==> src/rtl/proc_pkg.sv <==
// Shared event codes, record layout and pending-slot type
// for the event serializer slice.
package proc_pkg;

  localparam logic [1:0] EV_NONE    = 2'b00;
  localparam logic [1:0] EV_CLASS_A = 2'b01;
  localparam logic [1:0] EV_CLASS_B = 2'b10;
  localparam logic [1:0] EV_BOTH    = 2'b11;

  localparam int CLASS_W = 2;
  localparam int UNIT_W  = 2;
  localparam int TS_W    = 4;
  localparam int REC_W   = CLASS_W + UNIT_W + TS_W;

  localparam int TS_LSB    = 0;
  localparam int UNIT_LSB  = TS_LSB + TS_W;
  localparam int CLASS_LSB = UNIT_LSB + UNIT_W;

  typedef struct packed {
    logic              v;
    logic [CLASS_W-1:0] cls;
    logic [TS_W-1:0]   ts;
  } slot_t;

  function automatic logic [REC_W-1:0] pack_rec(
    input logic [CLASS_W-1:0] cls,
    input logic [UNIT_W-1:0]  unit,
    input logic [TS_W-1:0]    ts
  );
    logic [REC_W-1:0] rec;
    rec = '0;
    rec[CLASS_LSB +: CLASS_W] = cls;
    rec[UNIT_LSB +: UNIT_W]   = unit;
    rec[TS_LSB +: TS_W]       = ts;
    return rec;
  endfunction

endpackage

==> src/rtl/event_fifo.sv <==
// Show-ahead record FIFO; rdata reads as zero while empty.
// Push on a full FIFO is ignored, so a simultaneous pop wins.
module event_fifo
  import proc_pkg::*;
#(
  parameter int DEPTH = 8,
  parameter int WIDTH = 8
) (
  input  logic             clk,
  input  logic             rst,
  input  logic             push,
  input  logic [WIDTH-1:0] wdata,
  input  logic             pop,
  output logic [WIDTH-1:0] rdata,
  output logic             full,
  output logic             empty,
  output logic [4:0]       level
);

  localparam int AW = $clog2(DEPTH);

  logic [WIDTH-1:0] mem [DEPTH];
  logic [AW-1:0]    wp;
  logic [AW-1:0]    rp;
  logic [4:0]       lvl;
  logic             do_push;
  logic             do_pop;

  assign full    = (lvl == 5'(DEPTH));
  assign empty   = (lvl == 5'd0);
  assign level   = lvl;
  assign do_push = push && !full;
  assign do_pop  = pop && !empty;
  assign rdata   = empty ? '0 : mem[rp];

  always_ff @(posedge clk) begin
    if (do_push) begin
      mem[wp] <= wdata;
    end
  end

  always_ff @(posedge clk) begin
    if (!rst) begin
      wp  <= '0;
      rp  <= '0;
      lvl <= '0;
    end else begin
      if (do_push) wp <= wp + 1'b1;
      if (do_pop)  rp <= rp + 1'b1;
      unique case ({do_push, do_pop})
        2'b10:   lvl <= lvl + 5'd1;
        2'b01:   lvl <= lvl - 5'd1;
        default: lvl <= lvl;
      endcase
    end
  end

endmodule

==> src/rtl/event_serializer.sv <==
// Per-unit pending slots, round-robin arbiter and drop counter
// feeding event_fifo. Timestamps: EVENT_SERIALIZER_TIMESTAMP_EN.
module event_serializer
  import proc_pkg::*;
#(
  parameter int NUM_UNITS  = 4,
  parameter int FIFO_DEPTH = 8
) (
  input  logic                   clk,
  input  logic                   rst,
  input  logic [2*NUM_UNITS-1:0] event_in_array,
  output logic [7:0]             out_data,
  output logic                   out_valid,
  input  logic                   out_ready,
  output logic [4:0]             fifo_level,
  output logic [7:0]             drop_count
);

  slot_t       slots   [NUM_UNITS];
  slot_t       slots_d [NUM_UNITS];
  logic [1:0]  rr_ptr;
  logic [3:0]  ts_now;
  logic        fifo_full;
  logic        fifo_empty;
  logic        gnt_found;
  logic [1:0]  gnt_idx;
  logic [2:0]  n_drop;
  logic [7:0]  push_rec;
  logic [8:0]  drop_sum;

`ifdef EVENT_SERIALIZER_TIMESTAMP_EN
  logic [15:0] ts_cnt;

  always_ff @(posedge clk) begin
    if (!rst) ts_cnt <= '0;
    else      ts_cnt <= ts_cnt + 16'd1;
  end

  assign ts_now = ts_cnt[3:0];
`else
  assign ts_now = 4'h0;
`endif

  // First valid slot at or after rr_ptr, only when the FIFO has room.
  always_comb begin
    gnt_found = 1'b0;
    gnt_idx   = '0;
    for (int k = 0; k < NUM_UNITS; k++) begin
      if (!fifo_full && !gnt_found &&
          slots[(int'(rr_ptr) + k) % NUM_UNITS].v) begin
        gnt_found = 1'b1;
        gnt_idx   = 2'((int'(rr_ptr) + k) % NUM_UNITS);
      end
    end
  end

  // A granted slot frees up in the same cycle, so a new event refills it.
  always_comb begin
    n_drop = '0;
    for (int j = 0; j < NUM_UNITS; j++) begin
      slots_d[j] = slots[j];
      if (gnt_found && gnt_idx == 2'(j)) slots_d[j].v = 1'b0;
      if (event_in_array[2*j +: 2] != EV_NONE) begin
        if (slots_d[j].v) begin
          n_drop = n_drop + 3'd1;
        end else begin
          slots_d[j].v   = 1'b1;
          slots_d[j].cls = event_in_array[2*j +: 2];
          slots_d[j].ts  = ts_now;
        end
      end
    end
  end

  assign push_rec = pack_rec(slots[gnt_idx].cls, gnt_idx,
                             slots[gnt_idx].ts);
  assign drop_sum = {1'b0, drop_count} + 9'(n_drop);

  always_ff @(posedge clk) begin
    if (!rst) begin
      for (int j = 0; j < NUM_UNITS; j++) slots[j] <= '0;
      rr_ptr     <= '0;
      drop_count <= '0;
    end else begin
      for (int j = 0; j < NUM_UNITS; j++) slots[j] <= slots_d[j];
      if (gnt_found) begin
        rr_ptr <= (gnt_idx == 2'(NUM_UNITS - 1)) ? 2'd0
                                                : gnt_idx + 2'd1;
      end
      drop_count <= drop_sum[8] ? 8'hFF : drop_sum[7:0];
    end
  end

  event_fifo #(
    .DEPTH (FIFO_DEPTH),
    .WIDTH (8)
  ) u_fifo (
    .clk   (clk),
    .rst   (rst),
    .push  (gnt_found),
    .wdata (push_rec),
    .pop   (out_ready),
    .rdata (out_data),
    .full  (fifo_full),
    .empty (fifo_empty),
    .level (fifo_level)
  );

  assign out_valid = !fifo_empty;

endmodule
==> config.mk <==
export PLATFORM = sky130hd
export DESIGN_NAME = event_serializer
export DESIGN_NICKNAME = d
export VERILOG_FILES = /design/src/rtl/proc_pkg.sv /design/src/rtl/event_fifo.sv /design/src/rtl/event_serializer.sv
export SDC_FILE = /design/constraint.sdc
export NUM_CORES = 1
export LEC_CHECK = 0
export BUFFER_PORTS_ARGS = -buffer_cell sky130_fd_sc_hd__clkbuf_2
export CAP_MARGIN = 20
export CORE_AREA = 5 5 88 107
export DETAILED_ROUTE_END_ITERATION = 8
export DIE_AREA = 0 0 93 112
export HOLD_SLACK_MARGIN = 0.03
export PLACE_DENSITY = 0.85
export SYNTH_ARGS = -nofsm -noshare
export SYNTH_HDL_FRONTEND = slang
export SYNTH_HIERARCHICAL = 1
export SYNTH_SLANG_ARGS = --single-unit
==> constraint.sdc <==
create_clock -name clk -period 6.76 [get_ports clk]
set_input_delay 1.014 -clock clk [delete_from_list [all_inputs] [get_ports clk]]
set_output_delay 1.014 -clock clk [all_outputs]
set_load 0.05 [all_outputs]
After elaboration in Yosys (flattened, before gate mapping)
Memory sizes are Yosys's and may differ from the RTL's. A register that Yosys moved wholly into a read port is not among the register bits. Index checks and enable logic that the tools add are counted.

Bits in registers: 21. Memory bits (writable): 92. Input port bits: 11. Memories: 2.

Memories: u_fifo.mem (words 8, width 8, rd ports 1, clocked after memory_dff 1, write ports 1, RTL line event_fifo.sv:22) `logic [WIDTH-1:0] mem [DEPTH];`; slots (words 4, width 7, rd ports 9, clocked after memory_dff 1, write ports 4, RTL line event_serializer.sv:19) `slot_t slots [NUM_UNITS];`.

Add/sub/neg operators: 12. Eq/ne operators: 6. Muxes and demuxes: 44. Bitwise logic cells: 4. Reduce and logical (&&, ||, !) cells: 25.

Operator list (count): 7-bit 2-to-1 mux (8); 3-bit 2-to-1 mux (8); 6-bit 2-to-1 mux (4); 8-bit 2-to-1 mux (2); 3-bit by 1-bit adder with 3-bit output, second input constant (5); 1-bit 2-to-1 mux (14); 2-bit 2-to-1 mux (7); 1-bit logical AND (13); 5-bit one-hot mux with 2 select lines (1); 2-bit nonzero test (5); 8-bit by 3-bit adder with 9-bit output (1); 2-bit equality test, second input constant (3); 5-bit by 1-bit adder with 5-bit output, second input constant (1); 5-bit by 4-bit equality test with 1-bit output, second input constant (1); 1-bit zero test (5); 5-bit zero test (1); 5-bit by 1-bit subtractor with 5-bit output, second input constant (1); 2-bit by 1-bit adder with 2-bit output, second input constant (2); 2-bit adder, second input constant (2); 2-bit by 1-bit equality test with 1-bit output, second input constant (2); 1-bit bitwise OR (4); 2-bit zero test (1).

Logic depth before layout (Yosys ltp)
Gate-level depths: netlist of the first run.

Word-level depth: 32. Depth in mapped cells: 28.

Cells and area by module
Netlist of the first run, hierarchy kept.

Modules (own cells, without submodules): event_fifo (times used 1, cells each 199, area each 3290.7 sq um, sequential area each 2202.1 sq um); event_serializer (times used 1, cells each 188, area each 1684.1 sq um, sequential area each 480.5 sq um).

Worst setup path after synthesis of the first run
OpenSTA, ideal clock, no wires.

Kind: reg-to-reg. Start: register u_fifo.lvl[1], in the netlist u_fifo/level[1]. End: register drop_count[7]. Setup time: 0.086 ns. Data arrival time: 5.678 ns. Path slack: 0.996 ns. Stages on the path, launching flop included: 29. Path buffers: 2. Cell sequence: dfxtp_1 -> buf_6 -> or4_4 -> buf_6 -> nor2_1 -> nand2b_1 -> o22a_1 -> o21ai_0 -> nand2_1 -> nand3_1 -> inv_1 -> ha_1 -> inv_1 -> o21ai_4 -> nor2_1 -> ha_1 -> o21ai_0 -> o41ai_4 -> ha_1 -> mux2_2 -> ha_1 -> mux2_2 -> ha_1 -> a21o_1 -> a21oi_1 -> nor2_1 -> nand3_1 -> nor3_1 -> a211oi_1.

Longest elaborated chain between the ends: 32.

RTL lines: start: declaration (RTL line event_fifo.sv:25) `logic [4:0] lvl;`; start signal: assignment (RTL line event_fifo.sv:51) `2'b10: lvl <= lvl + 5'd1;`; start signal: assignment (RTL line event_fifo.sv:52) `2'b01: lvl <= lvl - 5'd1;`; start signal: assignment (RTL line event_fifo.sv:53) `default: lvl <= lvl;`; 5-bit by 4-bit equality test with 1-bit output * (RTL line event_fifo.sv:29) `assign full = (lvl == 5'(DEPTH));`; net fifo_full (RTL line event_serializer.sv:23) `logic fifo_full;`; 1-bit zero test * (RTL line event_serializer.sv:49) `if (!fifo_full && !gnt_found &&`; 1-bit logical AND (RTL line event_serializer.sv:49); 1-bit 2-to-1 mux (RTL line event_serializer.sv:49); 1-bit zero test (RTL line event_serializer.sv:49); 1-bit logical AND (2 in a row) (RTL line event_serializer.sv:49); 1-bit 2-to-1 mux (RTL line event_serializer.sv:49); [... 8 more ...]; net gnt_idx[0] (RTL line event_serializer.sv:26) `logic [1:0] gnt_idx;`; [... 8 more ...]; 3-bit by 1-bit adder with 3-bit output (RTL line event_serializer.sv:65) `n_drop = n_drop + 3'd1;`; 3-bit 2-to-1 mux (RTL line event_serializer.sv:64) `if (slots_d[j].v) begin`; 3-bit 2-to-1 mux (RTL line event_serializer.sv:63) `if (event_in_array[2*j +: 2] != EV_NONE) begin`; 3-bit by 1-bit adder with 3-bit output (RTL line event_serializer.sv:65); 3-bit 2-to-1 mux (RTL line event_serializer.sv:64); 3-bit 2-to-1 mux * (RTL line event_serializer.sv:63); 8-bit by 3-bit adder with 9-bit output * (RTL line event_serializer.sv:77) `assign drop_sum = {1'b0, drop_count} + 9'(n_drop);`; 8-bit 2-to-1 mux * (RTL line event_serializer.sv:90) `drop_count <= drop_sum[8] ? 8'hFF : drop_sum[7:0];`; end signal: assignment (RTL line event_serializer.sv:90); end: declaration (RTL line event_serializer.sv:16) `output logic [7:0] drop_count`.

The timed path passes the listed nets; every way through them passes the cells marked *. A chain may end at the register's enable or synchronous reset.

Worst setup path in the final report of the first run
Same ends and word-level chain as after synthesis.

==> results_dict.tcl, run 1 <==
set metrics [dict create \
    htree_levels 3 \
    postCtsSetupRepairBufs 0 \
    startpoint_type "flop" \
    yosysTopAreaCellShare 0.386 \
    wl_mm 9.36 \
    p_int_w 0.00152 \
    n_antenna_cell 0 \
    io_buffers 32 \
    worst_path_most_repeated_cell "ha_1" \
    synth_top_family_by_area "multiplexers" \
    fmax_mhz 166 \
    coreArea_mm2 0.00833 \
    fillers 618 \
    synth_compound_gate_area_share 0.117 \
    path_max_fanout 14 \
    synth_adder_area_share 0.0443 \
    async_reset_ff_frac 0 \
    status "completed" \
    final_cell_area_mm2 0.00554 \
    clockBufferDepth 2 \
    seq_power_share 0.374 \
    final_cells 552 \
    crit_family "simple AND/OR/NAND/NOR gates" \
    cp-end-kind "flop" \
    vias 3179 \
    routed_via_density 5.76 \
    hold_slack_ns 0.469 \
    syn_area_mm2 0.00497 \
    synth-xor-area-share 0.0229 \
    cts_tree "yes" \
    grtUsageTotal 0.190 \
    syn2layout_area_growth_pct 11.4 \
    powerDensity_mw_per_mm2 471 \
    cp.buffers_inverters 2 \
    p_sw_frac 0.420 \
    peakVddDrop_uv 235 \
    io_pins 33 \
    rsz0062_at_grt "false" \
    worst_ep_required_time_ns 7.04 \
    finalNetCount 478 \
    synth_edf_count 64 \
    synth.mux.area_fraction 0.130 \
    p_switching_w 0.00110 \
    gp_congestion 0.810 \
    timing.max_cap.violations 0 \
    synth_cell_types 71 \
    drive_gt1_frac 0.226 \
    synth_flop_cell "edfxtp_1" \
    synthTopCellsByCount "edfxtp_1, dfxtp_1, nor2_1" \
    dpl_cell_area_mm2 0.00530 \
    worst_slew_pin_slew_ns 0.817 \
    p_leak_nw 2.13 \
    dp_hpwl_mm 6.64 \
    clock_sinks 102 \
    clk_latency_ns 0.36 \
    wire_per_inst_um 17.0 \
    fin_crit_sh 0.890 \
    crit_type "flop to flop" \
    combPwrFrac 0.472 \
    slew_headroom 0.453 \
    hold_path.class "flop to flop" \
    synth.most_common_cell "edfxtp_1" \
    ys_seq_area_frac 0.539 \
    grt_pass1_vias 3178 \
    slew_viol_final 0 \
    yosys.area_share.simple 0.108 \
    skew_ns 0.00760 \
    antenna_found_initial 0 \
    fp.dieW_um 93 \
    grt_pass1_wl_mm 15.1 \
    initial_core_util 0.597 \
    synth_area_leader_cell "edfxtp_1" \
    fin_crit_ns 6.02 \
    synth.avg_cell_area_um2 12.9 \
    crit_path_top_delay_cell "or4_4" \
    setup_viol 0 \
    initialDrtViolationCount 168 \
    synth_cells 387 \
    cts_hold_buf 0 \
    die_h_um 112 \
    place_inst 535 \
    cpPeakStageDelay_ns 0.60 \
    synth-seq-cells 102 \
    cts_buffers 9 \
    path_clk_slew_ns 0.10 \
    ant_nets 0 \
    grt_overflow 0 \
    drc 0 \
    cts_resized 0 \
    cts_root_buf "clkbuf_8" \
    ys_top_cells_by_area "edfxtp_1, dfxtp_1, mux4_2" \
    die_area_mm2 0.0104 \
    grt_max_degree 19 \
    tns_ns 0 \
    clkPwrFrac 0.153 \
    cp.arrival_ns 6.29 \
    row_count 37 \
    finalHoldViolCount 0 \
    firstDrtPassIters 4 \
    yosys_warnings 6 \
]
area by class of cell:
cell class              instances  area (um^2)  share of cell area
flip-flops and latches        102         2680               0.484
multi-input cells             281         2220               0.400
repair buffers                 38          225              0.0406
clock buffers                  10          138              0.0248
well taps                      97          121              0.0219
inverters                      18         80.1              0.0144
clock inverters                 6         76.3              0.0138
cells by family after synthesis:
logic type	after synthesis
simple gates	103
xor+xnor	13
flops	102
fa+ha+maj	17
buf+inv	35
other cells	1
compound gates	73
mux	43
power groups by stage:
stage / Sequential [W] / Clock, W / Combinational, W
after floorplan: 0.000993 / 0 / 0.000959
after global placement: 0.000996 / 0 / 0.00116
after detailed placement: 0.00101 / 0 / 0.00120
after CTS: 0.000996 / 0.000415 / 0.00120
after global routing: 0.000997 / 0.000444 / 0.00134
final: 0.000978 / 0.000401 / 0.00123
layer usage:
metal  part of all wire  vias to the layer above  global-route usage
met1               0.38                     1571               0.199
met2               0.57                       61               0.360
met4              0.020                        0              0.0723
met3              0.033                       14              0.0453
met5                  0                        -                   0
li1                   -                     1533                   -
flip-flops by register name, indices dropped and copies added, names as in the netlist, named ones only:
signal        flops
u_fifo/mem       64
slots            12
drop_count        8
u_fifo/level      5
u_fifo/rp         3
u_fifo/wp         3
rr_ptr            2
layout by cell type, fill, tap and decap left out, types with 3 or more instances in the layout:
| master | instances |
|---|---|
| o211ai_1 | 3 |
| or3_1 | 3 |
| a31oi_1 | 4 |
| mux4_2 | 17 |
| clkbuf_8 | 10 |
| edfxtp_1 | 64 |
| nor2_1 | 30 |
| nand2_1 | 23 |
| dfxtp_1 | 38 |
| buf_4 | 5 |
| xor2_1 | 10 |
| nand2b_1 | 4 |
| a21oi_2 | 3 |
| xnor2_1 | 3 |
| nor3_1 | 7 |
| conb_1 | 32 |
| nor2b_1 | 10 |
| inv_1 | 16 |
| clkbuf_2 | 32 |
| o21ai_0 | 12 |
| ha_1 | 16 |
| nand3_1 | 6 |
| mux2_2 | 3 |
| mux2i_1 | 23 |
| a21oi_1 | 20 |
worst register-to-register path: cells and delay by family (launching register included):
family                     cells  cell delay (ns)
and+or+nand+nor                9             1.98
AOI/OAI and AO/OA              8             1.36
DFF                            1             0.40
buffers and inverters          2             0.29
muxes                          2             0.57
adders and majority gates      5             1.33
path summary, 6_finish.rpt:
check / from / end / slack, ns / depth (start not counted)
setup / recovery: u_fifo/level[1] / drop_count[7] / 0.74 / 26
hold reg to reg: slots[1][5] / slots[1][5] / 0.47 / 2
setup reg to reg: u_fifo/level[1] / drop_count[7] / 0.74 / 26
hold / removal: slots[1][5] / slots[1][5] / 0.47 / 2
per-stage QoR:
step | util | total power [W] | setup WS, ns
after floorplan | - | 0.00195 | 0.996
after CTS | 0.662 | 0.00261 | 0.738
after detailed placement | 0.636 | 0.00221 | 0.773
after global routing | 0.665 | 0.00278 | 0.259
final | 0.665 | 0.00261 | 0.744
after global placement | 0.636 | 0.00216 | 1.04
No activity file was read; power rests on OpenSTA's default activity.
==> inputs of run 2 (changes only) <==
- CORE_AREA: 5 5 88 107 -> 5 5 76 92
- DIE_AREA: 0 0 93 112 -> 0 0 81 97
- PLACE_DENSITY: 0.85 -> 0.82
- SYNTH_HIERARCHICAL: 1 -> default
==> run 2 against run 1 <==
Net effect: combinational power fell by 33%; wire length shrank 31%; flip-flop and latch count shrank 32; sequential share of layout area shrank 3.5 points.
==> results_dict.tcl, run 2 <==
set metrics [dict create \
    cp.buffers_inverters 4 \
    busiest_layer "met2" \
    finalHoldViolCount 0 \
    ys_seq_area_frac 0.504 \
    dp_hpwl_mm 4.69 \
    ant_nets 0 \
    cts_root_buf "clkbuf_8" \
    cts_resized 0 \
    crit_family "adder cells" \
    reg_top3 "u_fifo.mem x32, slots x12, drop_count x8" \
    synth_area_leader_cell "edfxtp_1" \
    clock_sinks 70 \
    ys_top_cells_by_area "edfxtp_1, dfxtp_1, mux4_2" \
    synth-seq-cells 70 \
    crit_path_cell_trace "mux4_2 > nand2b_1 > o211ai_1 > inv_1 > ha_1 > inv_1 > o21ai_0 > inv_1 > ha_1 > mux2i_1 > o21ai_1 > ha_1 > mux2_2 > ha_1 > mux2i_1 > fa_1 > inv_1 > a21oi_1 > nor3b_1 > nand3_1 > a21oi_1" \
    fp.dieW_um 81 \
    drive_gt1_frac 0.180 \
    yosysTopAreaCellShare 0.281 \
    antenna_found_initial 0 \
    hold_slack_ns 0.457 \
    startpoint_type "flop" \
    async_reset_ff_frac 0 \
    p_leak_nw 1.53 \
    synth.avg_cell_area_um2 11.1 \
    slew_headroom 0.512 \
    vias 2303 \
    synth_cells 308 \
    setup_viol 0 \
    status "completed" \
    fin_crit_sh 0.812 \
    rsz0062_at_grt "false" \
    synth_cell_types 47 \
    p_int_w 0.00115 \
    seq_power_share 0.357 \
    skew_ns 0.00537 \
    cts_buffers 9 \
    clk_latency_ns 0.35 \
    synth_edf_count 32 \
    layout_commonest_cell "dfxtp_1" \
    fmax_mhz 182 \
    io_buffers 28 \
    multiInputGateArea_mm2 0.00155 \
    cp-end-kind "flop" \
    cp.arrival_ns 5.77 \
    grtUsageTotal 0.182 \
    power_w 0.00192 \
    fillers 518 \
    drc 0 \
    grt_overflow 0 \
    routed_via_density 5.47 \
    hold_path.class "flop to flop" \
    syn_area_mm2 0.00341 \
    path_max_fanout 13 \
    timing.max_cap.violations 0 \
    tns_ns 0 \
    gp_congestion 0.910 \
    combPwrFrac 0.428 \
    final_cell_mix "dfxtp_1, nor2_1, edfxtp_1" \
    wire_per_inst_um 15.2 \
    htree_levels 3 \
    worst_slew_pin_slew_ns 0.712 \
    powerDensity_mw_per_mm2 501 \
    crit_type "flop to flop" \
    synth_flop_cell "dfxtp_1" \
    clkPwrFrac 0.214 \
    crit_path_top_delay_cell "mux4_2" \
    wl_mm 6.41 \
    grt_max_degree 26 \
    fin_crit_ns 5.49 \
    yosys_warnings 0 \
    row_count 31 \
    die_area_mm2 0.00786 \
    clockBufferDepth 2 \
    slew_viol_final 0 \
    coreArea_mm2 0.00597 \
    postCtsSetupRepairBufs 0 \
    cts_hold_buf 0 \
    largest_reg_flops 32 \
    io_pins 33 \
    grt_pass1_vias 2391 \
    firstDrtPassIters 4 \
    peakVddDrop_uv 287 \
    die_h_um 97 \
    initial_core_util 0.572 \
    grtUsageMet1 0.200 \
    path_clk_slew_ns 0.07 \
    synthTopCellsByCount "dfxtp_1, nor2_1, edfxtp_1" \
    cts_tree "yes" \
    top_register "u_fifo.mem" \
    register_area_mm2 0.00172 \
    p_sw_frac 0.403 \
    grtUsageMet3 0.0409 \
    synth.most_common_cell "dfxtp_1" \
    cpPeakStageDelay_ns 0.55 \
    grt_pass1_wl_mm 10.9 \
    grt_util_met2 0.317 \
    n_antenna_cell 0 \
    p_switching_w 0.000774 \
    finalNetCount 363 \
    syn2layout_area_growth_pct 12.4 \
    worst_ep_required_time_ns 7.04 \
    initialDrtViolationCount 98 \
]
## run 2: changes by cell type after synthesis, moves of 4 or more
cell / change
nand2_1: -6
mux2i_1: -6
clkbuf_1: +4
buf_6: -5
and2_1: +6
mux4_2: -8
nor2_1: +5
nor2b_1: -5
edfxtp_1: -32
## run 2: power groups by stage
stage / clock network (W) / registers, W / logic, W
2_1_floorplan: 0 / 0.000707 / 0.000626
3_3_place_gp: 0 / 0.000691 / 0.000791
3_5_place_dp: 0 / 0.000698 / 0.000821
4_1_cts: 0.000421 / 0.000689 / 0.000827
5_1_grt: 0.000436 / 0.000707 / 0.000901
6_report: 0.000412 / 0.000687 / 0.000823
## run 2: final cells by class
| cell class | count | share of cell area |
|---|---|---|
| Inverter | 20 | 0.0196 |
| Clock buffer | 9 | 0.0323 |
| Multi-Input combinational cell | 204 | 0.403 |
| Timing Repair Buffer | 29 | 0.0385 |
| Tap cell | 82 | 0.0267 |
| Clock inverter | 7 | 0.0313 |
| Sequential cell | 70 | 0.449 |
## run 2: metal layers
layer / part of all wire / wire length [um]
met3: 0.031 / 200
met4: 0.031 / 199
met2: 0.55 / 3510
met5: 0 / 0
met1: 0.39 / 2500
## run 2: cell families (layout without fill, tap and decap cells)
family | Yosys count | after routing | share of synthesized area
AND/OR/NAND/NOR | 86 | 86 | 0.118
flip-flops | 70 | 70 | 0.504
AO/OA/AOI/OAI | 55 | 55 | 0.108
buffers and inverters | 37 | 65 | 0.0462
multiplexers | 28 | 28 | 0.116
adder cells (fa/ha/maj) | 18 | 18 | 0.0704
XOR/XNOR | 13 | 13 | 0.0355
other | 1 | 4 | 0.00110
## run 2: per-stage QoR
step,instances,util,setup slack [ns],area (um^2)
after detailed placement,404,0.600,1.02,3590
after CTS,420,0.641,0.962,3830
after floorplan,311,-,1.64,3430
final,421,0.642,1.27,3840
after global placement,404,0.600,1.33,3590
after global routing,421,0.642,0.749,3840
## run 2: tightest hold or removal path: stages, from the launching register on
cell and delay (ns):
dfxtp_1 0.31, nand2_1 0.05, o2bb2ai_1 0.05
## run 2: worst paths after layout
check	startpoint	end	slack [ns]	depth (start not counted)
setup / recovery	slots[0][6]	drop_count[1]	1.27	21
hold / removal	slots[2][4]	slots[2][4]	0.46	2
setup reg to reg	slots[0][6]	drop_count[1]	1.27	21
hold reg to reg	slots[2][4]	slots[2][4]	0.46	2
